**config.mk**
```make
export PLATFORM = sky130hd
export DESIGN_NAME = vga_timing_gen
export DESIGN_NICKNAME = d
export VERILOG_FILES = /design/src/rtl/vga_timing_gen.sv
export SDC_FILE = /design/constraint.sdc
export NUM_CORES = 1
export LEC_CHECK = 0
export BUFFER_PORTS_ARGS = -buffer_cell sky130_fd_sc_hd__buf_2
export CAP_MARGIN = 5
export CORE_UTILIZATION = 30
export DETAILED_ROUTE_END_ITERATION = 6
export HOLD_SLACK_MARGIN = 0.12
export PLACE_DENSITY = 0.55
export SYNTH_ARGS = -nofsm -noshare
export SYNTH_HDL_FRONTEND = slang
export SYNTH_SLANG_ARGS = --single-unit
```
**constraint.sdc**
```tcl
create_clock -name clk -period 3.4 [get_ports clk]
set_clock_uncertainty 0.15 [all_clocks]
set_input_delay 0.34 -clock clk [delete_from_list [all_inputs] [get_ports clk]]
set_output_delay 0.34 -clock clk [all_outputs]
set_load 0.05 [all_outputs]
```
**src/rtl/vga_timing_gen.sv**
```systemverilog
// Raster timing generator: divides clk into a pixel strobe and produces registered VGA sync/blank/count outputs.
// The strobe is registered; counts and decodes change one clk after the strobe cycle. run=0 freezes the raster and gates the pulses.
module vga_timing_gen #(
  parameter int CLK_DIV   = 2,
  parameter int H_VISIBLE = 640,
  parameter int H_FP      = 16,
  parameter int H_SYNC    = 96,
  parameter int H_BP      = 48,
  parameter int V_VISIBLE = 480,
  parameter int V_FP      = 10,
  parameter int V_SYNC    = 2,
  parameter int V_BP      = 33
) (
  input  logic       clk,
  input  logic       clear,
  input  logic       run,
  output logic       counterEnable,
  output logic [9:0] hCount,
  output logic [9:0] vCount,
  output logic       hSync,
  output logic       vSync,
  output logic       bright,
  output logic       lineStart,
  output logic       frameStart
);

  localparam int H_TOTAL = H_VISIBLE + H_FP + H_SYNC + H_BP;
  localparam int V_TOTAL = V_VISIBLE + V_FP + V_SYNC + V_BP;
  localparam int DIV_W   = $clog2(CLK_DIV);

  localparam logic [DIV_W-1:0] DIV_LAST = DIV_W'(CLK_DIV - 1);
  localparam logic [9:0] H_LAST      = 10'(H_TOTAL - 1);
  localparam logic [9:0] V_LAST      = 10'(V_TOTAL - 1);
  localparam logic [9:0] H_FP_START  = 10'(H_VISIBLE);
  localparam logic [9:0] H_SYN_START = 10'(H_VISIBLE + H_FP);
  localparam logic [9:0] H_BP_START  = 10'(H_VISIBLE + H_FP + H_SYNC);
  localparam logic [9:0] V_VIS_END   = 10'(V_VISIBLE);
  localparam logic [9:0] V_SYN_START = 10'(V_VISIBLE + V_FP);
  localparam logic [9:0] V_SYN_END   = 10'(V_VISIBLE + V_FP + V_SYNC);

  typedef enum logic [1:0] {
    HS_ACT = 2'd0,
    HS_FP  = 2'd1,
    HS_SYN = 2'd2,
    HS_BP  = 2'd3
  } h_state_e;

  h_state_e         hstate_q, hstate_d;
  logic [DIV_W-1:0] div_q, div_d;
  logic [9:0]       h_q, h_d, v_q, v_d;
  logic             ce_q, ce_d;
  logic             hsync_q, hsync_d, vsync_q, vsync_d;
  logic             bright_q, bright_d;
  logic             line_q, line_d, frame_q, frame_d;

  always_ff @(posedge clk or negedge clear) begin
    if (!clear) begin
      div_q    <= '0;
      ce_q     <= 1'b0;
      h_q      <= '0;
      v_q      <= '0;
      hstate_q <= HS_ACT;
      hsync_q  <= 1'b1;
      vsync_q  <= 1'b1;
      bright_q <= 1'b0;
      line_q   <= 1'b0;
      frame_q  <= 1'b0;
    end else begin
      div_q    <= div_d;
      ce_q     <= ce_d;
      h_q      <= h_d;
      v_q      <= v_d;
      hstate_q <= hstate_d;
      hsync_q  <= hsync_d;
      vsync_q  <= vsync_d;
      bright_q <= bright_d;
      line_q   <= line_d;
      frame_q  <= frame_d;
    end
  end

  always_comb begin
    div_d    = div_q;
    ce_d     = 1'b0;
    h_d      = h_q;
    v_d      = v_q;
    hstate_d = hstate_q;
    hsync_d  = hsync_q;
    vsync_d  = vsync_q;
    bright_d = bright_q;
    line_d   = 1'b0;
    frame_d  = 1'b0;

    if (run) begin
      div_d = (div_q == DIV_LAST) ? '0 : div_q + DIV_W'(1);
      ce_d  = (div_d == DIV_LAST);
    end

    // A strobe already delivered to consumers is always honoured, so a pause
    // right after it neither drops nor repeats that pixel.
    if (ce_q) begin
      h_d = (h_q == H_LAST) ? 10'd0 : h_q + 10'd1;
      if (h_q == H_LAST) begin
        v_d = (v_q == V_LAST) ? 10'd0 : v_q + 10'd1;
      end

      unique case (hstate_q)
        HS_ACT:  if (h_d == H_FP_START)  hstate_d = HS_FP;
        HS_FP:   if (h_d == H_SYN_START) hstate_d = HS_SYN;
        HS_SYN:  if (h_d == H_BP_START)  hstate_d = HS_BP;
        HS_BP:   if (h_d == 10'd0)       hstate_d = HS_ACT;
        default: hstate_d = HS_ACT;
      endcase

      hsync_d  = (hstate_d != HS_SYN);
      vsync_d  = !((v_d >= V_SYN_START) && (v_d < V_SYN_END));
      bright_d = (h_d < H_FP_START) && (v_d < V_VIS_END);
      line_d   = run && (h_d == 10'd0);
      frame_d  = run && (h_d == 10'd0) && (v_d == 10'd0);
    end
  end

  assign counterEnable = ce_q;
  assign hCount        = h_q;
  assign vCount        = v_q;
  assign hSync         = hsync_q;
  assign vSync         = vsync_q;
  assign bright        = bright_q;
  assign lineStart     = line_q;
  assign frameStart    = frame_q;

endmodule
```
==> results of run 1 <==
[final timing paths]
kind | startpoint | slack, ns | end
max in group asynchronous | clear | 2.19 | vCount[4]
max reg2reg | hCount[0] | 0.61 | hstate_q[0]
min in group asynchronous | clear | 0.48 | hCount[4]
min reg2reg | div_q | 0.30 | counterEnable
max | hCount[0] | 0.61 | hstate_q[0]
min | div_q | 0.30 | counterEnable
[cell usage in the layout (no fill, tap or decap), types with 3 or more instances in the layout]
cell,instances
buf_2,28
dfrtp_1,27
nor2_1,20
nand2_1,17
nand3_1,10
o21ai_0,10
a21oi_1,9
nor3_1,9
xnor2_1,8
xor2_1,8
inv_1,7
and3_1,6
nand4_1,5
clkbuf_8,5
a31oi_1,4
ha_1,4
nor2b_1,3
a21o_1,3
o41ai_1,3
[power groups by stage]
stage	Sequential, mW	Combinational [mW]	Clock (mW)
CTS	0.504	0.470	0.278
global route	0.518	0.507	0.289
floorplan	0.618	0.272	0
global placement	0.507	0.472	0
finish	0.502	0.466	0.269
detailed placement	0.511	0.465	0
[through the flow]
| stage | area, um2 | setup slack (ns) | utilization [%] |
|---|---|---|---|
| after floorplan | 1952 | 0.3999 | - |
| after global placement | 2097 | 0.6973 | 33.21 |
| after detailed placement | 2097 | 0.6373 | 33.21 |
| after CTS | 2195 | 0.6017 | 34.76 |
| after global routing | 2195 | 0.3797 | 34.76 |
| final | 2195 | 0.6068 | 34.76 |
[registers in the layout, summed over array words and instances, names as in the netlist]
name / cells
bright: 1
counterEnable: 1
div_q: 1
frameStart: 1
hCount: 10
hSync: 1
hstate_q: 2
lineStart: 1
vCount: 10
vSync: 1
[routing by layer]
| layer | part of all wire (%) | up-vias | track usage, % |
|---|---|---|---|
| li1 | - | 829 | - |
| met2 | 44 | 42 | 21.64 |
| met1 | 51 | 774 | 20.69 |
| met3 | 4.4 | 5 | 3.077 |
| met4 | 0.89 | 0 | 5.345 |
| met5 | 0 | - | 0 |
[cell type report]
class                      count  area (um2)  area share (%)
clock buffer                   6       72.57           3.307
clock inverter                 1       5.005          0.2281
inverter                       7       26.28           1.197
multi-input combinational    161        1091           49.72
sequential                    29       728.2           33.18
tap                           77       96.34           4.390
timing repair buffer          32       175.2           7.982
[worst max-delay path, stage by stage, from the launching register on]
cell and delay [ns]:
dfrtp_1 0.45, ha_1 0.33, nand4_4 0.19, nor4_4 0.27, buf_4 0.25, o211ai_1 0.20
nor4_1 0.49, a31oi_1 0.17, o22a_1 0.18
[cells by family after synthesis]
| group | synth area share [%] |
|---|---|
| buffers and inverters | 6.795 |
| DFF | 37.31 |
| adders and majority gates | 2.564 |
| muxes | 1.090 |
| and+or+nand+nor | 28.72 |
| xor gates and xnor gates | 7.180 |
| AOI/OAI and AO/OA | 16.35 |
[timing repair]
action | 4_1_cts | 5_1_grt
hold buffers | 2 | 0
endpoints found under the hold margin | 28 | 0
setup endpoints to repair | 0 | 0
==> results.json, run 1 <==
{
  "synth_nets": 219,
  "holdCritPathClass": "flop to flop",
  "root_buffer": "clkbuf_8",
  "first_pass_iters": 4,
  "area_delta_synth_final_pct": 12.44,
  "avgSynthCellArea_um2": 9.207,
  "async_flop_share_pct": 100.0,
  "maxSlewViolCount": 0,
  "hold_violations": 0,
  "finalPower_mw": 1.237,
  "cap_violations": 0,
  "syn_area_um2": 1952,
  "netlist_top_cells_area": "dfrtp_1 35%, nor2_1 3.8%, xnor2_1 3.6%",
  "p_per_area_nw_per_um2": 563.5,
  "diodes": 0,
  "min_period_over_period_pct": 82.15,
  "start_kind": "flop",
  "drive_above_1_share_pct": 22.03,
  "setup_viol": 0,
  "num_rows": 29,
  "insertion_delay_ns": 0.28,
  "synthCells": 212,
  "cts_made_buffers": 5,
  "grt_pass1_vias": 1504,
  "routed_via_density": 5.272,
  "cts_tree": "built",
  "p_comb_share_pct": 37.7,
  "grt_max_degree": 30,
  "seq_power_share_pct": 40.6,
  "post-cts-setup-buffers": 0,
  "swShare_pct": 45.20,
  "grt_use_total_pct": 14.60,
  "wirelength_mm": 4.502,
  "stdcell_count": 313,
  "ys_top_cells_by_count": "27 x dfrtp_1, 20 x nor2_1, 17 x nand2_1, 10 x nand3_1, 10 x o21ai_0",
  "synth-seq-area-share_pct": 37.31,
  "num-fill-cells": 671,
  "drtIter0Drc": 166,
  "tns_ns": 0,
  "synth-main-ff-cell": "dfrtp_1",
  "slew_headroom_pct": 55.06,
  "synth-edff-count": 0,
  "hpwl_mm": 3.233,
  "cts_buffer_depth": 2,
  "cp-end-kind": "flop",
  "h-tree-depth": 2,
  "initial_core_util_pct": 30.92,
  "status": "completed",
  "fmax_mhz": 358.0,
  "antenna_left": 0,
  "post_cts_resized": 0,
  "synth_cell_type_count": 57,
  "peakVddDrop_uv": 454.0,
  "p_sw_uw": 558.9,
  "gr-total-overflow": 0,
  "dp_cells": 304,
  "worstMarginPinSlew_ns": 0.6741,
  "final_net_count": 243,
  "hold_slack_ns": 0.3039,
  "clock_sinks": 29,
  "port_buffers": 28,
  "crit_required_ns": 3.42,
  "grt_antenna_before_repair": 0,
  "min_period_ns": 2.793,
  "pwr-share-clk_pct": 21.7,
  "die-area_um2": 6833,
  "core-area_um2": 6314,
  "drc": 0,
  "crit_type": "flop to flop",
  "synth-seq-cells": 29,
  "synth_area_leader_cell": "dfrtp_1",
  "cp_max_fo": 18,
  "p_leak_nw": 0.9319,
  "worstPathArrival_ns": 2.82,
  "die_h_um": 82.66,
  "wire_per_inst_um": 14.38,
  "vias": 1650,
  "io_pins": 29,
  "synth_most_common_cell": "dfrtp_1",
  "place_congestion": 0.8024,
  "rsz0062_at_grt": "no",
  "grt_pass1_wl_mm": 7.452,
  "hold_depth": 1,
  "floorplan.die.width_um": 82.66,
  "cts.reportedPaths.clkPinSlew_ns": 0.06,
  "p_int_uw": 677.7,
  "synth-warning-count": 0,
  "reg2reg_depth": 8,
  "synth_top_cell_area_share_pct": 34.62
}
(Power assumes the default switching activity.)
==> run 2: changes to the inputs <==
clock period = 2.75 ns   (was 3.4 ns; I/O delays follow)
==> run 2 against run 1 <==
Register-to-register slack worse by 0.43 ns. Worst hold slack worse by 0.0048 ns. Wire length is 5.0% higher. Combinational power is 30% higher. Fmax is 8.8% higher. Utilization is 1.2 points higher. Power is 32% higher. Sequential power is 25% higher. Largest power group unchanged. Highest routed layer unchanged.
==> results.json, run 2 (synthesis gave the netlist of run 1 again) <==
{
  "grt_use_met1_pct": 21.95,
  "gr-total-overflow": 0,
  "diodes": 0,
  "worstPathArrival_ns": 2.62,
  "place_congestion": 0.8284,
  "core-area_um2": 6314,
  "worstMarginPinSlew_ns": 0.6698,
  "rsz0062_at_grt": "no",
  "most-common-layout-cells": "28 x buf_2, 23 x dfrtp_1, 20 x nor2_1, 17 x nand2_1",
  "floorplan.die.width_um": 82.66,
  "first_pass_iters": 4,
  "start_kind": "flop",
  "swShare_pct": 43.76,
  "worstSetupEndpoint": "vSync",
  "gr-max-usage-layer": "met1",
  "final_net_count": 248,
  "num_rows": 29,
  "cts_buffer_depth": 2,
  "p_comb_share_pct": 37.1,
  "slew_headroom_pct": 55.34,
  "use_met3_pct": 2.308,
  "wire_per_inst_um": 14.82,
  "cts_made_buffers": 5,
  "cts_tree": "built",
  "post_cts_resized": 0,
  "hold_slack_ns": 0.2991,
  "grt_pass1_wl_mm": 7.617,
  "cp_max_fo": 7,
  "grt_antenna_before_repair": 0,
  "holdCritPathClass": "flop to flop",
  "io_pins": 29,
  "h-tree-depth": 2,
  "use_met2_pct": 21.56,
  "cts.reportedPaths.clkPinSlew_ns": 0.07,
  "crit_required_ns": 2.80,
  "r2r_start": "hCount[0]",
  "insertion_delay_ns": 0.28,
  "wirelength_mm": 4.727,
  "hpwl_mm": 3.429,
  "clock_sinks": 29,
  "die-area_um2": 6833,
  "tns_ns": 0,
  "p_per_area_nw_per_um2": 715.8,
  "pre_cts_slack_ns": 0.1927,
  "p_leak_nw": 0.9676,
  "peakVddDrop_uv": 461.6,
  "grt_use_total_pct": 14.81,
  "maxSlewViolCount": 0,
  "drc": 0,
  "p_int_uw": 915.1,
  "reg2reg_depth": 7,
  "p_sw_uw": 712.2,
  "min_period_over_period_pct": 93.40,
  "r2r_setup_slack_ns": 0.18,
  "port_buffers": 28,
  "routed_via_density": 5.307,
  "setup_viol": 0,
  "rr_endpoint": "vSync",
  "grt_max_degree": 30,
  "crit_type": "flop to flop",
  "die_h_um": 82.66,
  "grt_pass1_vias": 1483,
  "finalWorstSetupSlack_ns": 0.1816,
  "crit_path_start": "hCount[0]",
  "min_period_ns": 2.568,
  "antenna_left": 0,
  "area_delta_synth_final_pct": 16.47,
  "initial_core_util_pct": 30.92,
  "root_buffer": "clkbuf_8",
  "hold_violations": 0,
  "fmax_mhz": 389.3,
  "status": "completed",
  "post-cts-setup-buffers": 0,
  "drive_above_1_share_pct": 26.45,
  "drtIter0Drc": 98,
  "layout_commonest_cell": "buf_2",
  "seq_power_share_pct": 38.7,
  "cap_violations": 0,
  "vias": 1693,
  "cp-end-kind": "flop",
  "pwr-share-clk_pct": 24.2,
  "cts_hold_buf": 2
}
## run 2: power by group through the flow
stage / clock, mW / combinational [mW] / sequential (mW)
after CTS: 0.407 / 0.608 / 0.633
after global placement: 0 / 0.603 / 0.635
final: 0.393 / 0.604 / 0.630
after detailed placement: 0 / 0.603 / 0.641
after global routing: 0.426 / 0.649 / 0.652
after floorplan: 0 / 0.344 / 0.777
## run 2: worst min-delay path by stage
stage                      from             to  slack (ns)  cells after the start
after floorplan           clear         bright       -0.17                      0
after detailed placement  clear      hCount[3]        0.21                      1
after CTS                 div_q  counterEnable        0.30                      1
final                     div_q  counterEnable        0.30                      1
after global placement    clear      hCount[5]        0.21                      1
after global routing      div_q  counterEnable        0.33                      1
## run 2: worst max-delay path, stage by stage, from the launching register on
cell      delay (ns)
dfrtp_2         0.44
ha_4            0.20
nand4_4         0.16
or4_4           0.61
nor3_4          0.21
xor2_1          0.19
nand4b_1        0.17
o32a_1          0.37
## run 2: through the flow
step                cells  utilization, %  cell area, um2  power, mW
detailed placement    309           34.09            2152      1.245
CTS                   319           36.01            2273      1.648
global route          319           36.01            2273      1.726
floorplan             212               -            1969      1.121
global placement      309           34.09            2152      1.238
finish                319           36.01            2273      1.627
## run 2: layout make-up
class	count	area [um2]
Fill cell	665	4040
Clock buffer	7	96.34
Sequential cell	29	733.2
Timing Repair Buffer	37	212.7
Multi-Input combinational cell	161	1104
Tap cell	77	96.34
Inverter	7	26.28
Clock inverter	1	5.005
## run 2: layer usage
metal  up-vias  share of wire (%)
met5         -                  0
met4         0                1.1
met3         6                2.9
met2        30                 46
met1       824                 50
li1        833                  -
==> run 3: changes to the inputs <==
PLACE_DENSITY = 0.45   (was 0.55)
==> run 3 against run 2 <==
Wire length unchanged. Non-clock buffer count grew 3. Largest cell class unchanged. Worst hold slack gained 0.0016 ns. Critical endpoint unchanged. Highest routed layer unchanged. Critical path depth unchanged. Sequential share of layout area is essentially flat. Global-route usage up 0.092 points. Die area unchanged. Register-to-register slack got worse by 0.03 ns.
==> results.json, run 3 (synthesis gave the netlist of run 1 again) <==
{
  "die_h_um": 82.66,
  "routed_via_density": 5.236,
  "rr_endpoint": "vSync",
  "area_delta_synth_final_pct": 16.54,
  "num_rows": 29,
  "peakVddDrop_uv": 413.4,
  "gr-total-overflow": 0,
  "hpwl_mm": 3.523,
  "hold_depth": 1,
  "rsz0062_at_grt": "no",
  "cts_made_buffers": 5,
  "diodes": 0,
  "grt_use_total_pct": 14.91,
  "cts.reportedPaths.clkPinSlew_ns": 0.06,
  "io_pins": 29,
  "worstPathArrival_ns": 2.64,
  "holdCritPathClass": "flop to flop",
  "hold_violations": 0,
  "first_pass_iters": 4,
  "dr.max_layer_used": "met4",
  "slew_headroom_pct": 55.45,
  "insertion_delay_ns": 0.27,
  "crit_required_ns": 2.79,
  "root_buffer": "clkbuf_8",
  "maxSlewViolCount": 0,
  "status": "completed",
  "floorplan.die.width_um": 82.66,
  "grt_pass1_vias": 1493,
  "p_leak_nw": 0.9677,
  "cts_buffer_depth": 2,
  "cp_max_fo": 7,
  "grt_antenna_before_repair": 0,
  "post_cts_resized": 0,
  "worstMarginPinSlew_ns": 0.6682,
  "cap_violations": 0,
  "dp_cells": 312,
  "crit_type": "flop to flop",
  "drive_above_1_share_pct": 26.12,
  "final_net_count": 251,
  "r2r_start": "hCount[0]",
  "layout_commonest_cell": "buf_2",
  "start_kind": "flop",
  "wirelength_met1_mm": 2.396,
  "setup_viol": 0,
  "grt_max_degree": 30,
  "place_congestion": 0.7591,
  "min_period_ns": 2.600,
  "die-area_um2": 6833,
  "grt_pass1_wl_mm": 7.686,
  "dr_wl_met2_mm": 2.081,
  "core-area_um2": 6314,
  "crit_path_start": "hCount[0]",
  "min_to": "counterEnable",
  "h-tree-depth": 2,
  "p_per_area_nw_per_um2": 694.2,
  "post-cts-setup-buffers": 0,
  "hp-start": "div_q",
  "drtIter0Drc": 162,
  "antenna_left": 0,
  "wl_met3_um": 222,
  "cp-end-kind": "flop",
  "vias": 1686,
  "port_buffers": 28,
  "wire_per_inst_um": 14.68,
  "initial_core_util_pct": 30.92,
  "stdcell_count": 322,
  "tns_ns": 0,
  "most-common-layout-cells": "28 x buf_2, 23 x dfrtp_1, 20 x nor2_1, 17 x nand2_1",
  "fmax_mhz": 384.7,
  "cts_tree": "built",
  "min_period_over_period_pct": 94.54,
  "reg2reg_depth": 7,
  "drc": 0,
  "r2r_setup_slack_ns": 0.15,
  "clock_sinks": 29,
  "wirelength_mm": 4.727
}
-- run 3: per-layer routing --
metal	global-route usage, %	vias to the layer above
met2	22.30	37
met1	21.44	806
met5	0	-
li1	-	841
met4	3.621	0
met3	3.407	2
-- run 3: per-stage QoR --
step / hold WS, ns / setup WS, ns / area [um2] / total power [mW] / utilization, %
floorplan: -0.1706 / 0.01976 / 1969 / 1.121 / -
global placement: 0.2136 / 0.2156 / 2175 / 1.250 / 34.44
detailed placement: 0.2161 / 0.1873 / 2175 / 1.249 / 34.44
CTS: 0.3031 / 0.1607 / 2275 / 1.596 / 36.03
global route: 0.3193 / 0.007864 / 2275 / 1.683 / 36.03
finish: 0.3007 / 0.1503 / 2275 / 1.579 / 36.03
-- run 3: how the worst max path moves through the flow --
stage | cells past startpoint | to | slack, ns
after floorplan | 8 | vSync | 0.02
after global placement | 7 | vSync | 0.22
after detailed placement | 7 | vSync | 0.19
after CTS | 7 | vSync | 0.16
after global routing | 7 | vSync | 0.008
final | 7 | vSync | 0.15
-- run 3: what timing repair did --
| action | CTS | global route |
|---|---|---|
| endpoints found under the setup margin | 0 | 0 |
| endpoints found under the hold margin | 28 | 0 |
| hold buffers | 2 | 0 |
-- run 3: critical path, cell delays in order, from the launching register on --
cell	delay (ns)
dfrtp_2	0.45
ha_4	0.20
nand4_4	0.15
or4_4	0.62
nor3_4	0.20
xor2_1	0.19
nand4b_1	0.17
o32a_1	0.38
-- run 3: power by group --
part | internal (mW) | switching [mW] | leakage, nW
logic | 0.197 | 0.406 | 0.575
registers | 0.499 | 0.142 | 0.353
clock network | 0.180 | 0.154 | 0.0395
total | 0.876 | 0.703 | 0.968
-- run 3: area by class of cell --
| type | count | area [um2] |
|---|---|---|
| multi-input cells | 161 | 1104 |
| fillers | 685 | 4039 |
| inverters | 7 | 26.28 |
| clock buffers | 8 | 80.08 |
| well taps | 77 | 96.34 |
| flip-flops and latches | 29 | 733.2 |
| repair buffers | 40 | 235.2 |
